<file path="config.mk">
export PLATFORM = sky130hd
export DESIGN_NAME = vga_timing_flat
export DESIGN_NICKNAME = d
export VERILOG_FILES = /design/src/rtl/vga_timing_if.sv /design/src/rtl/vga_timing.sv /design/src/flat_wrapper.sv
export SDC_FILE = /design/constraint.sdc
export NUM_CORES = 1
export LEC_CHECK = 0
export ABC_CLOCK_PERIOD_IN_PS = 2080
export CAP_MARGIN = 20
export CORE_ASPECT_RATIO = 1.2
export CORE_UTILIZATION = 36
export CTS_CLUSTER_SIZE = 16
export DETAILED_ROUTE_END_ITERATION = 12
export MAX_ROUTING_LAYER = met4
export PLACE_DENSITY_LB_ADDON = 0.12
export SLEW_MARGIN = 20
export SYNTH_ARGS = -nofsm -noshare
export SYNTH_HDL_FRONTEND = slang
export SYNTH_SLANG_ARGS = --single-unit
</file>
<file path="constraint.sdc">
create_clock -name CLK -period 2.08 [get_ports CLK]
set_input_delay 0.624 -clock CLK [delete_from_list [all_inputs] [get_ports CLK]]
set_output_delay 0.624 -clock CLK [all_outputs]
set_load 0.05 [all_outputs]
</file>
<file path="src/rtl/vga_timing_if.sv">
// -----------------------------------------------------------------------------
// vga_timing_if
// Pixel request / reply bus between the VGA raster generator and the upstream
// image source.
//   PIX_REQ     current raster position lies in the active area
//   PIX_X       requested column (11 bits)
//   PIX_Y       requested line (10 bits)
//   FRAME_START one-cycle pulse at raster position (0,0)
//   PIX_R/G/B   pixel data returned by the source, LATENCY clocks later
// master = raster generator, slave = image source.
// -----------------------------------------------------------------------------
interface vga_timing_if;
    logic        PIX_REQ;
    logic [10:0] PIX_X;
    logic [9:0]  PIX_Y;
    logic        FRAME_START;
    logic [9:0]  PIX_R;
    logic [9:0]  PIX_G;
    logic [9:0]  PIX_B;

    modport master (
        output PIX_REQ, PIX_X, PIX_Y, FRAME_START,
        input  PIX_R, PIX_G, PIX_B
    );

    modport slave (
        input  PIX_REQ, PIX_X, PIX_Y, FRAME_START,
        output PIX_R, PIX_G, PIX_B
    );
endinterface

</file>
<file path="src/rtl/vga_timing.sv">
// -----------------------------------------------------------------------------
// vga_timing
// VGA raster timing generator and DAC output stage. Horizontal/vertical
// counters scan the frame and request pixels from the upstream source; sync
// and blank are delayed through a LATENCY+1 deep shift line so that they
// leave on the same edge as the registered RGB reply.
// Ports:
//   CLK        pixel clock (rising edge)
//   NRST       asynchronous active-low reset
//   pix        request/reply bus to the image source (master side)
//   VGA_CLK    inverted pixel clock for the DAC
//   VGA_HS/VS  syncs, active low
//   VGA_BLANK  0 = blanked
//   VGA_SYNC   tied 0
//   VGA_R/G/B  DAC data, 10 bits each
// LATENCY is the source read latency, legal range 0..8.
// -----------------------------------------------------------------------------
module vga_timing #(
    parameter int HDISP   = 640,
    parameter int HFP     = 16,
    parameter int HPULSE  = 96,
    parameter int HBP     = 48,
    parameter int VDISP   = 480,
    parameter int VFP     = 10,
    parameter int VPULSE  = 2,
    parameter int VBP     = 33,
    parameter int LATENCY = 2
) (
    input  logic           CLK,
    input  logic           NRST,
    vga_timing_if.master   pix,
    output logic           VGA_CLK,
    output logic           VGA_HS,
    output logic           VGA_VS,
    output logic           VGA_BLANK,
    output logic           VGA_SYNC,
    output logic [9:0]     VGA_R,
    output logic [9:0]     VGA_G,
    output logic [9:0]     VGA_B
);
    localparam int HTOTAL = HDISP + HFP + HPULSE + HBP;
    localparam int VTOTAL = VDISP + VFP + VPULSE + VBP;

    localparam logic [10:0] H_LAST = 11'(HTOTAL - 1);
    localparam logic [9:0]  V_LAST = 10'(VTOTAL - 1);

    // One extra bit so a sync window ending exactly at 2048/1024 still fits.
    localparam logic [11:0] H_DISP_C = 12'(HDISP);
    localparam logic [11:0] HS_ON    = 12'(HDISP + HFP);
    localparam logic [11:0] HS_OFF   = 12'(HDISP + HFP + HPULSE);
    localparam logic [10:0] V_DISP_C = 11'(VDISP);
    localparam logic [10:0] VS_ON    = 11'(VDISP + VFP);
    localparam logic [10:0] VS_OFF   = 11'(VDISP + VFP + VPULSE);

    logic [10:0]      hcnt_q, hcnt_d;
    logic [9:0]       vcnt_q, vcnt_d;
    logic [LATENCY:0] hs_q, hs_d;
    logic [LATENCY:0] vs_q, vs_d;
    logic [LATENCY:0] act_q, act_d;
    logic [9:0]       r_q, r_d;
    logic [9:0]       g_q, g_d;
    logic [9:0]       b_q, b_d;

    logic hs_raw;
    logic vs_raw;
    logic active;

    always_comb begin
        hcnt_d = (hcnt_q == H_LAST) ? 11'd0 : hcnt_q + 11'd1;
        vcnt_d = vcnt_q;
        if (hcnt_q == H_LAST) begin
            vcnt_d = (vcnt_q == V_LAST) ? 10'd0 : vcnt_q + 10'd1;
        end

        // vs_raw depends on vcnt only, so it moves only when hcnt wraps.
        hs_raw = !(({1'b0, hcnt_q} >= HS_ON) && ({1'b0, hcnt_q} < HS_OFF));
        vs_raw = !(({1'b0, vcnt_q} >= VS_ON) && ({1'b0, vcnt_q} < VS_OFF));
        active = ({1'b0, hcnt_q} < H_DISP_C) && ({1'b0, vcnt_q} < V_DISP_C);

        hs_d[0]  = hs_raw;
        vs_d[0]  = vs_raw;
        act_d[0] = active;
        for (int i = 1; i <= LATENCY; i++) begin
            hs_d[i]  = hs_q[i-1];
            vs_d[i]  = vs_q[i-1];
            act_d[i] = act_q[i-1];
        end

        // act_d[LATENCY] is the active flag of the request whose reply is on
        // PIX_* right now; it loads into the last stage on this same edge.
        r_d = act_d[LATENCY] ? pix.PIX_R : 10'd0;
        g_d = act_d[LATENCY] ? pix.PIX_G : 10'd0;
        b_d = act_d[LATENCY] ? pix.PIX_B : 10'd0;
    end

    // Counters park at the last position so the first edge after release
    // lands on (0,0).
    always_ff @(posedge CLK or negedge NRST) begin
        if (!NRST) begin
            hcnt_q <= H_LAST;
            vcnt_q <= V_LAST;
            hs_q   <= '1;
            vs_q   <= '1;
            act_q  <= '0;
            r_q    <= '0;
            g_q    <= '0;
            b_q    <= '0;
        end else begin
            hcnt_q <= hcnt_d;
            vcnt_q <= vcnt_d;
            hs_q   <= hs_d;
            vs_q   <= vs_d;
            act_q  <= act_d;
            r_q    <= r_d;
            g_q    <= g_d;
            b_q    <= b_d;
        end
    end

    assign pix.PIX_REQ     = active;
    assign pix.PIX_X       = hcnt_q;
    assign pix.PIX_Y       = vcnt_q;
    assign pix.FRAME_START = (hcnt_q == 11'd0) && (vcnt_q == 10'd0);

    assign VGA_CLK   = ~CLK;
    assign VGA_HS    = hs_q[LATENCY];
    assign VGA_VS    = vs_q[LATENCY];
    assign VGA_BLANK = act_q[LATENCY];
    assign VGA_SYNC  = 1'b0;
    assign VGA_R     = r_q;
    assign VGA_G     = g_q;
    assign VGA_B     = b_q;
endmodule
</file>
<file path="src/flat_wrapper.sv">
// flat-port wrapper written by rule: the top's interface ports become plain ports
module vga_timing_flat 
#(
    parameter int HDISP   = 640,
    parameter int HFP     = 16,
    parameter int HPULSE  = 96,
    parameter int HBP     = 48,
    parameter int VDISP   = 480,
    parameter int VFP     = 10,
    parameter int VPULSE  = 2,
    parameter int VBP     = 33,
    parameter int LATENCY = 2
)
  (CLK, NRST, VGA_CLK, VGA_HS, VGA_VS, VGA_BLANK, VGA_SYNC, VGA_R, VGA_G, VGA_B, pix_PIX_REQ, pix_PIX_X, pix_PIX_Y, pix_FRAME_START, pix_PIX_R, pix_PIX_G, pix_PIX_B);
  vga_timing_if pix_i ();
  input  logic CLK;
  input  logic NRST;
  output logic VGA_CLK;
  output logic VGA_HS;
  output logic VGA_VS;
  output logic VGA_BLANK;
  output logic VGA_SYNC;
  output logic [9:0] VGA_R;
  output logic [9:0] VGA_G;
  output logic [9:0] VGA_B;
  output wire logic [$bits(pix_i.PIX_REQ)-1:0] pix_PIX_REQ;
  output wire logic [$bits(pix_i.PIX_X)-1:0] pix_PIX_X;
  output wire logic [$bits(pix_i.PIX_Y)-1:0] pix_PIX_Y;
  output wire logic [$bits(pix_i.FRAME_START)-1:0] pix_FRAME_START;
  input wire logic [$bits(pix_i.PIX_R)-1:0] pix_PIX_R;
  input wire logic [$bits(pix_i.PIX_G)-1:0] pix_PIX_G;
  input wire logic [$bits(pix_i.PIX_B)-1:0] pix_PIX_B;
  assign pix_PIX_REQ = pix_i.PIX_REQ;
  assign pix_PIX_X = pix_i.PIX_X;
  assign pix_PIX_Y = pix_i.PIX_Y;
  assign pix_FRAME_START = pix_i.FRAME_START;
  assign pix_i.PIX_R = pix_PIX_R;
  assign pix_i.PIX_G = pix_PIX_G;
  assign pix_i.PIX_B = pix_PIX_B;
  vga_timing #(.HDISP(HDISP), .HFP(HFP), .HPULSE(HPULSE), .HBP(HBP), .VDISP(VDISP), .VFP(VFP), .VPULSE(VPULSE), .VBP(VBP), .LATENCY(LATENCY)) u_core (.CLK(CLK), .NRST(NRST), .pix(pix_i), .VGA_CLK(VGA_CLK), .VGA_HS(VGA_HS), .VGA_VS(VGA_VS), .VGA_BLANK(VGA_BLANK), .VGA_SYNC(VGA_SYNC), .VGA_R(VGA_R), .VGA_G(VGA_G), .VGA_B(VGA_B));
endmodule
</file>
## Word level (Yosys, flattened, before mapping)

Cells that the tools add are included.

| storage, ports and cells | value |
|---|---|
| logic and storage cells | 32 |
| bits in registers | 60 |

| operators by class | value |
|---|---|
| equal/unequal tests | 2 |
| add/sub/neg operators | 2 |
| reduce and logical (&&, ||, !) cells | 8 |
| bitwise operators | 1 |
| $lt $le $gt $ge | 6 |
| mux-type cells | 5 |

Operators by type and width:

| operator | number |
|---|---|
| $mux 10 | 4 |
| $lt 11x10->1 const B | 2 |
| $lt 10x9->1 const B | 2 |
| $add 11x1->11 const B | 1 |
| $eq 11x10->1 const B | 1 |
| $ge 11x10->1 const B | 1 |
| $logic_not 11->1 | 1 |
| $mux 11 | 1 |
| $add 10x1->10 const B | 1 |
| $eq 10x10->1 const B | 1 |
| $ge 10x9->1 const B | 1 |
| $logic_not 10->1 | 1 |
| $logic_and 1x1->1 | 4 |
| $logic_not 1->1 | 2 |
| $not 1->1 | 1 |

## Depth between registers and ports, before layout

| logic depth | value |
|---|---|
| depth after elaboration | 3 |
| mapped depth | 6 |
| gate-level depth less buffers | 6 |

==> flow_metrics.tcl <==
set metrics [dict create \
    status "complete, but fails checks" \
    failed_checks "setup timing" \
    path_cells "inv_2, ha_4, nor2b_4, and3_4, nand4_1, nor4_4, buf_12" \
    cp-startpoint "u_core.pix.PIX_Y[1]" \
    initial_core_util_pct 36.91 \
    critical_path_required_ns 1.46 \
    use_met2_pct 28.33 \
    met1_usage_pct 20.35 \
    die_area_um2 6898 \
    drtAntennaViolNets 0 \
    slew_headroom_pct 54.42 \
    cp_data_arrival_time_ns 1.66 \
    cp_max_fo 2 \
    rsz0062_at_grt "true" \
    drive_above_1_share_pct 37.27 \
    drt-total-wl_um 5492 \
    syn_avg_cell_area_um2 12.00 \
    grt_busiest_layer "met2" \
    gr-total-overflow 0 \
    worst_setup_path_end_kind "output pin" \
    power_mw 2.891 \
    htree_levels 3 \
    portBuffers 88 \
    hold_slack_ns 0.05724 \
    cts_buffers 9 \
    power_density_nw_per_um2 741.6 \
    n_antenna_cell 0 \
    drt_pass1_iterations 4 \
    gp_congestion 0.8237 \
    crit_type "flip-flop to output pin" \
    vias 1916 \
    final_cell_count_no_fill 407 \
    core-area_um2 6406 \
    drt_first_iter_violations 93 \
    slew_violations 0 \
    cts_max_path_buffers 2 \
    worst_slack_ns -0.2066 \
    slowest_delay_ns 0.40 \
    core.rowCount 32 \
    dpl.cell_count 380 \
    synthDistinctLibCells 32 \
    post-route-period-util_pct 109.9 \
    layout_common_cells "buf_4, dfrtp_1, and2_1, clkdlybuf4s50_1, dlygate4sd2_1" \
    syn_inst 197 \
    grt_first_pass_wirelength_um 9087 \
    synth_seq_cells 60 \
    cp-start-kind "flip-flop" \
    critPathBufInv 2 \
    critPathSlowestCell "dfrtp_2" \
    fin_crit_ns 2.287 \
    io_pins 90 \
    fmax_mhz 437.3 \
    synth_top_cell_area_share_pct 46.56 \
    antenna_found_initial 0 \
    setup-violations-final 2 \
    track_usage_pct 17.64 \
    ctsHoldBuffers 0 \
    drc 0 \
    grt_pass1_vias 1920 \
    viasPerCell 4.708 \
    hp-class "input port to asynchronous set/reset pin" \
    syn2layout_area_growth_pct 64.81 \
    ir_worst_vdd_uv 326.7 \
    reg2reg_from "u_core.pix.PIX_X[0]" \
    utilization_pct 60.84 \
    yosysSeqAreaShare_pct 64.34 \
    root_buffer "clkbuf_8" \
    critical-path-top-delay-family "simple AND/OR/NAND/NOR gates" \
    fin_worst_skew_ns 0.3039 \
    clkTransAtPathRegs_ns 0.07 \
    clk-insertion-delay-late_ns 0.54 \
    die_w_um 75.99 \
    fin_nets 353 \
    finalHoldViolCount 0 \
    cap_viol_max_count 0 \
    cts_tree "built" \
    dp_hpwl_um 3944 \
    avgRoutedWirePerCell_um 13.49 \
    syn_area_um2 2365 \
    final_common_cell "buf_4" \
    yosys.area.top_type "dfrtp_1" \
    yosysWarningCount 0 \
    grt_start_max_net_pins 32 \
    tightestPinTransition_ns 0.6837 \
    die_h_um 90.79 \
    syn_nets 233 \
    yosys-top-cells-area "dfrtp_1, dfstp_2, and2_1, o21ai_0, ha_1" \
    grt_use_met3_pct 4.040 \
    leakagePower_nw 1.744 \
]
[power breakdown]
part	total, mW	leakage, nW	switching [mW]	internal (mW)
logic	0.261	0.916	0.158	0.103
clock network	1.42	0.151	0.592	0.832
registers	1.21	0.676	0.00678	1.20
total	2.89	1.74	0.758	2.13
[cells by family (layout without fill, tap and decap cells)]
group | Yosys count | count (layout) | synth area share, %
AOI/OAI and AO/OA | 22 | 22 | 5.556
xor gates and xnor gates | 8 | 8 | 2.963
adders and majority gates | 4 | 4 | 2.116
buffers and inverters | 13 | 138 | 2.381
DFF | 60 | 60 | 64.34
other | 1 | 1 | 0.1586
and+or+nand+nor | 89 | 89 | 22.49
[cells in the mapped netlist]
| cell | n |
|---|---|
| nand4_1 | 7 |
| nand2b_1 | 1 |
| and4_1 | 5 |
| o21ai_0 | 12 |
| and2_1 | 31 |
| and3_1 | 4 |
| nand2_1 | 8 |
| clkbuf_1 | 5 |
| buf_4 | 2 |
| xor2_1 | 5 |
| and3_2 | 1 |
| a21o_1 | 2 |
| or4b_1 | 1 |
| nor2_1 | 11 |
| or4_4 | 1 |
| o31ai_1 | 5 |
| nor3_1 | 3 |
| nor4_1 | 2 |
| conb_1 | 1 |
| dfrtp_1 | 44 |
| nor4b_1 | 1 |
| a41oi_1 | 1 |
| dfstp_2 | 16 |
| inv_1 | 6 |
| nand3_1 | 8 |
| ha_1 | 4 |
| nand2b_4 | 1 |
| xnor2_1 | 3 |
| a21oi_1 | 2 |
| nor4bb_1 | 1 |
| or3_1 | 2 |
| nor2b_1 | 1 |
[layer usage]
metal / wire [µm] / up-vias / part of all wire [%]
met2: 2751 / 68 / 50
met5: 0 / - / 0
met3: 297 / 11 / 5.4
met1: 2313 / 926 / 42
met4: 129 / 0 / 2.3
li1: - / 911 / -
[state kept, by name, summed over array words and instances, names as in the netlist]
signal            cells
u_core.VGA_B         10
u_core.vs_q           3
u_core.VGA_G         10
u_core.act_q          3
u_core.pix.PIX_Y     10
u_core.VGA_R         10
u_core.hs_q           3
u_core.pix.PIX_X     11
[through the flow]
stage	setup slack (ns)	TNS, ns	instance area [µm²]
6_report	-0.2066	-0.3532	3897
5_1_grt	-0.3016	-0.5154	3897
2_1_floorplan	-0.2274	-0.5623	2420
3_3_place_gp	-0.3923	-0.3923	3576
4_1_cts	-0.3227	-0.6335	3829
3_5_place_dp	-0.3923	-0.3923	3576
[area by class of cell]
class,instances,area [µm²]
fillers,539,2509
flip-flops and latches,60,1533
repair buffers,110,1114
multi-input cells,124,847.1
clock buffers,18,247.7
well taps,85,106.4
clock inverters,5,31.28
inverters,5,18.77
[what timing repair did]
item / in CTS / in global routing
pin swaps: 1 / 0
gates resized for setup: 26 / 14
setup endpoints to repair: 20 / 8
setup buffers: 6 / 5
[final timing paths]
path | depth (start not counted) | slack, ns | to
max in group asynchronous | 2 | 1.14 | u_core.pix.PIX_Y[3]
worst min-delay path | 1 | 0.06 | u_core.VGA_B[0]
worst min register to register | 0 | 0.06 | u_core.hs_q[1]
min in group CLK | 0 | 0.06 | u_core.hs_q[1]
worst max register to register | 5 | 0.16 | u_core.pix.PIX_Y[6]
worst max-delay path | 7 | -0.21 | pix_FRAME_START
Power figures use the tool's default switching activity.
